File: config.mk
export PLATFORM = sky130hd
export DESIGN_NAME = multicycle_control
export DESIGN_NICKNAME = d
export VERILOG_FILES = /design/src/rtl/multicycle_control.sv
export SDC_FILE = /design/constraint.sdc
export NUM_CORES = 1
export LEC_CHECK = 0
export CAP_MARGIN = 0
export CORE_MARGIN = 2
export CORE_UTILIZATION = 33
export CTS_CLUSTER_DIAMETER = 120
export DETAILED_ROUTE_END_ITERATION = 10
export PLACE_DENSITY = 0.75
export REMOVE_ABC_BUFFERS = 1
export SYNTH_ARGS = -nofsm -noshare
export SYNTH_HDL_FRONTEND = slang
export SYNTH_SLANG_ARGS = --single-unit
File: constraint.sdc
create_clock -name clk -period 1.3 [get_ports clk]
set_input_delay 0.26 -clock clk [delete_from_list [all_inputs] [get_ports clk]]
set_output_delay 0.26 -clock clk [all_outputs]
set_load 0.01 [all_outputs]
File: src/rtl/multicycle_control.sv
// Multi-cycle main control FSM: sequences fetch, decode, execute, memory
// and write-back, driving datapath selects/enables and the alu_control code.
module multicycle_control (
    input  logic       clk,
    input  logic       reset,
    input  logic [5:0] opcode,
    input  logic       mem_ready,
    output logic [2:0] alu_op,
    output logic       alu_src_a,
    output logic [1:0] alu_src_b,
    output logic       mem_read,
    output logic       mem_write,
    output logic       iord,
    output logic       ir_write,
    output logic       reg_write,
    output logic       reg_dst,
    output logic       mem_to_reg,
    output logic       pc_write,
    output logic       pc_write_cond,
    output logic [1:0] pc_source,
    output logic       illegal_op,
    output logic [3:0] state
);

    localparam logic [5:0] OP_RTYPE = 6'b000000;
    localparam logic [5:0] OP_LW    = 6'b100011;
    localparam logic [5:0] OP_SW    = 6'b101011;
    localparam logic [5:0] OP_BEQ   = 6'b000100;
    localparam logic [5:0] OP_ADDI  = 6'b001000;
    localparam logic [5:0] OP_J     = 6'b000010;

    typedef enum logic [3:0] {
        INIT      = 4'd0,
        FETCH     = 4'd1,
        DECODE    = 4'd2,
        MEM_ADDR  = 4'd3,
        MEM_RD    = 4'd4,
        WB_MEM    = 4'd5,
        MEM_WR    = 4'd6,
        EXEC_R    = 4'd7,
        WB_R      = 4'd8,
        BRANCH    = 4'd9,
        ADDI_EXEC = 4'd10,
        ADDI_WB   = 4'd11,
        JUMP      = 4'd12
    } state_t;

    state_t cur_state;
    state_t next_state;

    assign state = cur_state;

    // State register; reset forces INIT immediately, so every Moore output drops at once.
    always_ff @(posedge clk or posedge reset) begin
        if (reset) begin
            cur_state <= INIT;
        end else begin
            cur_state <= next_state;
        end
    end

    // Next-state and output decode; everything defaults to 0 and to FETCH.
    always_comb begin
        next_state    = FETCH;
        alu_op        = 3'b000;
        alu_src_a     = 1'b0;
        alu_src_b     = 2'b00;
        mem_read      = 1'b0;
        mem_write     = 1'b0;
        iord          = 1'b0;
        ir_write      = 1'b0;
        reg_write     = 1'b0;
        reg_dst       = 1'b0;
        mem_to_reg    = 1'b0;
        pc_write      = 1'b0;
        pc_write_cond = 1'b0;
        pc_source     = 2'b00;
        illegal_op    = 1'b0;

        case (cur_state)
            INIT: begin
                next_state = FETCH;
            end
            FETCH: begin
                mem_read  = 1'b1;
                alu_src_b = 2'b01;
                // IR load and PC+4 commit only on the cycle the fetch completes.
                ir_write  = mem_ready;
                pc_write  = mem_ready;
                next_state = mem_ready ? DECODE : FETCH;
            end
            DECODE: begin
                alu_src_b = 2'b11;
                case (opcode)
                    OP_LW, OP_SW: next_state = MEM_ADDR;
                    OP_RTYPE:     next_state = EXEC_R;
                    OP_BEQ:       next_state = BRANCH;
                    OP_ADDI:      next_state = ADDI_EXEC;
                    OP_J:         next_state = JUMP;
                    default: begin
                        illegal_op = 1'b1;
                        next_state = FETCH;
                    end
                endcase
            end
            MEM_ADDR: begin
                alu_src_a  = 1'b1;
                alu_src_b  = 2'b10;
                next_state = (opcode == OP_LW) ? MEM_RD : MEM_WR;
            end
            MEM_RD: begin
                mem_read   = 1'b1;
                iord       = 1'b1;
                next_state = mem_ready ? WB_MEM : MEM_RD;
            end
            WB_MEM: begin
                reg_write  = 1'b1;
                mem_to_reg = 1'b1;
                next_state = FETCH;
            end
            MEM_WR: begin
                mem_write  = 1'b1;
                iord       = 1'b1;
                next_state = mem_ready ? FETCH : MEM_WR;
            end
            EXEC_R: begin
                alu_src_a  = 1'b1;
                alu_op     = 3'b111;
                next_state = WB_R;
            end
            WB_R: begin
                reg_write  = 1'b1;
                reg_dst    = 1'b1;
                next_state = FETCH;
            end
            BRANCH: begin
                alu_src_a     = 1'b1;
                alu_op        = 3'b101;
                pc_write_cond = 1'b1;
                pc_source     = 2'b01;
                next_state    = FETCH;
            end
            ADDI_EXEC: begin
                alu_src_a  = 1'b1;
                alu_src_b  = 2'b10;
                next_state = ADDI_WB;
            end
            ADDI_WB: begin
                reg_write  = 1'b1;
                next_state = FETCH;
            end
            JUMP: begin
                pc_write   = 1'b1;
                pc_source  = 2'b10;
                next_state = FETCH;
            end
            default: begin
                next_state = FETCH;
            end
        endcase
    end

endmodule

==> summary.txt, run 1 <==
Critical path
  • CP arrival: 1.46 ns
  • Worst-path cell chain: or2b_4 -> mux2i_1 -> a21o_1 -> buf_2
  • Required time of the critical path: 1.04 ns
  • Worst Path Max Fanout: 6
  • Crit path largest cell delay: 0.45 ns
  • CP Class: reg -> out
  • Critical path launch point type: flip-flop
  • Crit end category: output port
  • Slowest CP cell: dfrtp_2

Route
  • DRC Markers: 0
  • Routed len/inst: 17.97 um
  • Routed Wire Length: 2713 um
  • Vias per inst: 5.444
  • Starting DRT DRC Count: 5
  • Vias: 822
  • First drt pass iteration count: 4
  • Post-DRT Antenna Nets: 0

Yosys
  • Synth area leaders: dfrtp_1, nor2_1, nor3_1
  • Async S/R FF share, synth: 1.000
  • Mapped Area: 540.5 sq um
  • Library cells used by synthesis: 40
  • Synth top area share: 0.1852
  • Simple-gate share of the synthesized area: 0.4051
  • Adder-Cell Fraction of Synth Area: 0
  • Post-synthesis compound-gate area fraction: 0.2384
  • Post-synthesis sequential area ratio: 0.1852
  • Cells after synthesis: 69
  • Synth area leader: dfrtp_1
  • Count leader, synth: nor2_1
  • Synth cell count leaders: nor2_1, nor3_1, dfrtp_1, nand2_1
  • Post-Synth XOR/XNOR Area: 0.03241
  • YS warnings: 0
  • Top FF cell, synth: dfrtp_1
  • Syn_area_per_cell: 7.834 sq um
  • Largest family of logic cells by synthesized area: simple AND/OR/NAND/NOR gates
  • EDFF count, synth: 0
  • Post-synthesis mux area share: 0.03704
  • FF+latch count, synth: 4

Cells and area
  • Area growth from synthesis to layout: 139.1%
  • Fin util: 0.8481
  • Inserted Diodes: 0
  • Nets: 146
  • Filler cell count: 86
  • Max FFs per register: 4
  • Layout cell share with drive strength beyond 1: 0.6963

STA
  • Period utilization: 1.325
  • PnR worst setup slack: -0.4220 ns
  • Slew @ Worst Pin: 0.2268 ns
  • Max Slew Vio Count: 0
  • Count of endpoints failing setup in the final report: 24
  • Max Fclk: 580.7 MHz
  • Setup Skew: 0.0002833 ns
  • RSZ-0062 raised after global routing: yes
  • Worst slew margin: 0.8444
  • Tmin final: 1.722 ns
  • Final hold viol count: 0

Placement
  • PortBufs: 30
  • Final HPWL DP: 1531 um
  • Place WS: -0.8946 ns
  • Gpl congestion: 0.7705

Clock tree
  • Clock slew at reported path FFs: 0.04 ns
  • CTS Root Cell: clkbuf_4
  • Clk Latency, worst-skew pair: 0.23 ns
  • CTS Hold Bufs: 0
  • CTS sink cnt: 4
  • TritonCTS clock tree: yes
  • Htree depth: 1
  • Num CTS Buffers: 3
  • CTS Buffer Depth: 2

Global route
  • Grt total ovfl: 0
  • Initial antenna violation count: 0
  • Global-route wire length before repair: 3415 um
  • Total GRT Usage: 0.2321
  • Largest net degree at the start of global routing: 17
  • Vias in the first global route: 791

Floorplan
  • FP Rows: 14
  • Die Span Y: 44.47 um
  • Die area: 0.001978 sq mm
  • IO Pins: 31
  • Die Wd: 44.47 um
  • Area of the core: 0.001524 sq mm
  • Initial Util: 0.3547

Run status
  • Violated checks: negative setup slack
  • Status: finished, violations left

Flow run
  • Max-cap viol count: 0

Pwr
  • VDD IR max: 0.001320 V
  • PD cells: 2135 mW/mm^2
  • Leak Pwr: 0.0006140 uW

Hold path
  • Worst min path class: in -> async
-- routing by layer --
| metal | routed length (um) | vias up | track usage |
|---|---|---|---|
| li1 | - | 390 | - |
| met4 | 36 | 0 | 0.04848 |
| met3 | 69 | 4 | 0.02449 |
| met5 | 0 | - | 0 |
| met1 | 1056 | 406 | 0.2402 |
| met2 | 1551 | 22 | 0.4812 |
-- critical path, delay by kind of cell, from the launching register on --
kind                   cells  cell delay [ns]
AO/OA/AOI/OAI              1             0.15
buffers and inverters      1             0.13
flip-flops                 1             0.45
multiplexers               1             0.21
AND/OR/NAND/NOR            1             0.29
-- report_power, final --
part	switching, uW	internal (uW)	leakage [uW]	total, uW
combinational	1040	1290	0.000553	2330
clock	48.5	103	0.0000138	152
sequential	95.8	181	0.0000467	277
-- through the flow --
| step | cells | TNS, ns | total power (uW) | instance area (sq um) | hold WS [ns] |
|---|---|---|---|---|---|
| after floorplan | 62 | -1.523 | 888.6 | 489.2 | 0.02608 |
| after global placement | 134 | -8.648 | 1806 | 1005 | 0.4476 |
| after detailed placement | 134 | -9.427 | 1837 | 1005 | 0.4831 |
| after CTS | 145 | -4.589 | 2181 | 1132 | 0.2433 |
| after global routing | 151 | -5.988 | 2880 | 1292 | 0.2513 |
| final | 151 | -5.140 | 2760 | 1292 | 0.2535 |
-- worst paths after layout --
kind / depth (start not counted) / slack (ns) / to / start
worst max-delay path: 4 / -0.42 / reg_write / state[3]
worst min-delay path: 2 / 0.25 / state[2] / reset
worst max register to register: 5 / -0.16 / state[1] / state[3]
worst min register to register: 2 / 0.73 / state[3] / state[2]
max in group asynchronous: 2 / 0.88 / state[0] / reset
min in group clk: 4 / 0.49 / state[2] / opcode[3]
-- cell type report --
class	count	area, sq um	share of cell area
flip-flops and latches	4	103.9	0.08035
repair buffers	70	611.8	0.4734
inverters	1	3.754	0.002904
clock buffers	3	22.52	0.01742
well taps	16	20.02	0.01549
multi-input cells	57	530.5	0.4105
-- cells by family (layout without fill, tap and decap cells) --
logic type	after synthesis	after routing
AOI/OAI and AO/OA	17	17
xor gates and xnor gates	2	2
buffers and inverters	8	74
DFF	4	4
muxes	2	2
and+or+nand+nor	36	36
-- placed cells by master, fill, tap and decap left out, types with 3 or more instances in the layout --
| cell | Yosys | layout |
|---|---|---|
| buf_4 | 2 | 23 |
| buf_6 | 2 | 21 |
| buf_2 | 2 | 14 |
| nor2_4 | 0 | 6 |
| nand2b_4 | 0 | 3 |
| clkbuf_4 | 0 | 3 |
| clkbuf_2 | 0 | 3 |
| dlygate4sd2_1 | 0 | 3 |
| dfrtp_2 | 0 | 3 |
-- what timing repair did --
item                                    in CTS  in global routing
endpoints found under the hold margin        0                  0
setup buffers                                8                  6
pin swaps                                   13                  9
gates cloned                                 0                  1
endpoints found under the setup margin      25                 25
resized for setup                          122                 38
Note: power is estimated with default switching activity, not from simulation.
==> run 2: changes to the inputs <==
==> constraint.sdc (replaced) <==
create_clock -name clk -period 1.3 [get_ports clk]
set_input_delay 0.325 -clock clk [delete_from_list [all_inputs] [get_ports clk]]
set_output_delay 0.325 -clock clk [all_outputs]
set_load 0.01 [all_outputs]
==> summary.txt, run 2 (synthesis gave the netlist of run 1 again) <==
Run status
  • Status: finished, violations left
  • Violated checks: negative setup slack

Global route
  • Largest net degree at the start of global routing: 17 (unchanged)
  • Global-route wire length before repair: 3318 um (-2.8%)
  • Grt total ovfl: 0 (unchanged)
  • Total GRT Usage: 0.2245 (-0.007513)
  • Initial antenna violation count: 0 (unchanged)
  • Vias in the first global route: 778 (-1.6%)

Critical path
  • Top Family by Delay on Critical Path: flip-flops
  • Number of cells on the critical path: 4 (unchanged)
  • Crit end category: output port
  • Worst Path Max Fanout: 6 (unchanged)
  • CP Launch Point: state[3]
  • R2R Setup Slk: -0.11 ns (+0.05 ns)
  • Worst-path cell chain: or2b_4 -> mux2i_1 -> a21o_1 -> buf_2
  • Required time of the critical path: 0.98 ns (-0.06 ns)
  • Worst r2r dst: state[1]
  • Crit path buf inv count: 1 (unchanged)
  • CP Class: reg -> out
  • R2R depth: 5 (unchanged)
  • Setup crit end: reg_write
  • CP arrival: 1.41 ns (-0.05 ns)
  • Crit path largest cell delay: 0.45 ns (about the same)
  • Slowest CP cell: dfrtp_2
  • Critical path launch point type: flip-flop
  • Worst r2r src: state[3]

Cells and area
  • Inserted Diodes: 0 (unchanged)
  • Max FFs per register: 4 (unchanged)
  • Nets: 144 (-1.4%)
  • Commonest non-fill, non-tap cell in the layout: buf_4
  • Most frequent cells in the layout: buf_4, buf_6, buf_2
  • Design area: 0.001252 sq mm (-3.1%)
  • Area growth from synthesis to layout: 131.7%
  • Layout cell share with drive strength beyond 1: 0.6917 (-0.004567)

STA
  • Period utilization: 1.331 (+0.006304)
  • Max Fclk: 578.0 MHz (-0.47%)
  • RSZ-0062 raised after global routing: yes
  • Slew @ Worst Pin: 0.2254 ns (-0.001423 ns)
  • Worst slew margin: 0.8485 (+0.004024)
  • Worst hold slack: 0.3054 ns (+0.05184 ns)
  • Tmin final: 1.730 ns (+0.008195 ns)
  • PnR worst setup slack: -0.4302 ns (-0.008195 ns)
  • Final hold viol count: 0 (unchanged)
  • Max Slew Vio Count: 0 (unchanged)
  • Final setup TNS: -5.907 ns (-0.7667 ns)
  • Setup Skew: 0.003025 ns (+0.002742 ns)
  • Count of endpoints failing setup in the final report: 24 (unchanged)

Route
  • Vias per inst: 5.322 (-2.2%)
  • DRC Markers: 0 (unchanged)
  • Post-DRT Antenna Nets: 0 (unchanged)
  • Routed Wire Length: 2341 um (-14%)
  • Starting DRT DRC Count: 11 (+6)
  • First drt pass iteration count: 4 (unchanged)
  • Routed len/inst: 15.71 um (-13%)
  • Vias: 793 (-3.5%)

Floorplan
  • Die Wd: 44.47 um (unchanged)
  • IO Pins: 31 (unchanged)
  • Initial Util: 0.3547 (unchanged)
  • Die Span Y: 44.47 um (unchanged)
  • Die area: 0.001978 sq mm (unchanged)
  • FP Rows: 14 (unchanged)
  • Area of the core: 0.001524 sq mm (unchanged)

Clock tree
  • CTS sink cnt: 4 (unchanged)
  • Num CTS Buffers: 3 (unchanged)
  • TritonCTS clock tree: yes
  • Clk Latency, worst-skew pair: 0.23 ns (about the same)
  • CTS Hold Bufs: 0 (unchanged)
  • Clock slew at reported path FFs: 0.04 ns (about the same)
  • CTS Buffer Depth: 2 (unchanged)
  • Htree depth: 1 (unchanged)
  • CTS Root Cell: clkbuf_4

Flow run
  • Max-cap viol count: 0 (unchanged)

Placement
  • Final HPWL DP: 1531 um (unchanged)
  • Gpl congestion: 0.7705 (unchanged)
  • Dpl cell area: 0.001005 sq mm (unchanged)
  • PortBufs: 30 (unchanged)
  • Place WS: -1.025 ns (-0.1300 ns)

Pwr
  • PD cells: 1977 mW/mm^2 (-7.4%)
  • Total power: 2476 uW (-10%)
  • Leak Pwr: 0.0005925 uW (-3.5%)
  • VDD IR max: 0.001185 V (-10%)

Hold path
  • Worst min path class: in -> async
[run 2: cell count changes in the layout (fill, tap and decap cells not counted), sizes merged]
cell	before	now
clkbuf	7	4
dlygate4sd2	3	0
buf	60	64
[run 2: how the worst min path moves through the flow]
stage	start	to	slack, ns
2_1_floorplan	reset	state[0]	0.09
3_5_place_dp	reset	state[0]	0.55
5_1_grt	reset	state[1]	0.30
4_1_cts	reset	state[2]	0.31
6_report	reset	state[1]	0.31
3_3_place_gp	reset	state[2]	0.51
[run 2: where the power goes]
group / leakage [uW] / internal (uW) / switching [uW]
Sequential: 0.0000480 / 178 / 92.2
Clock: 0.0000138 / 103 / 44.2
Combinational: 0.000531 / 1130 / 927
Total: 0.000593 / 1410 / 1060
[run 2: what timing repair did]
| item | in CTS | in global routing |
|---|---|---|
| setup endpoints to repair | 25 | 23 |
| buffers inserted | 7 | 6 |
| pin swaps | 13 | 9 |
| gates resized for setup | 132 | 42 |
[run 2: final cells by class]
cell class,count,area (sq um)
repair buffers,68,578.1
multi-input cells,57,525.5
fillers,97,271.5
flip-flops and latches,4,102.6
clock buffers,3,22.52
well taps,16,20.02
inverters,1,3.754
[run 2: layer usage]
| metal | part of all wire | wire, um | global-route usage |
|---|---|---|---|
| met1 | 0.37 | 864 | 0.2304 |
| met2 | 0.59 | 1390 | 0.4725 |
| met3 | 0.027 | 64 | 0.02449 |
| met4 | 0.0090 | 21 | 0.03636 |
| met5 | 0 | 0 | 0 |
[run 2: metrics by stage]
step	util	std cells
final	0.8218	149
after global placement	0.6593	134
after detailed placement	0.6593	134
after floorplan	-	62
after CTS	0.7381	144
after global routing	0.8218	149
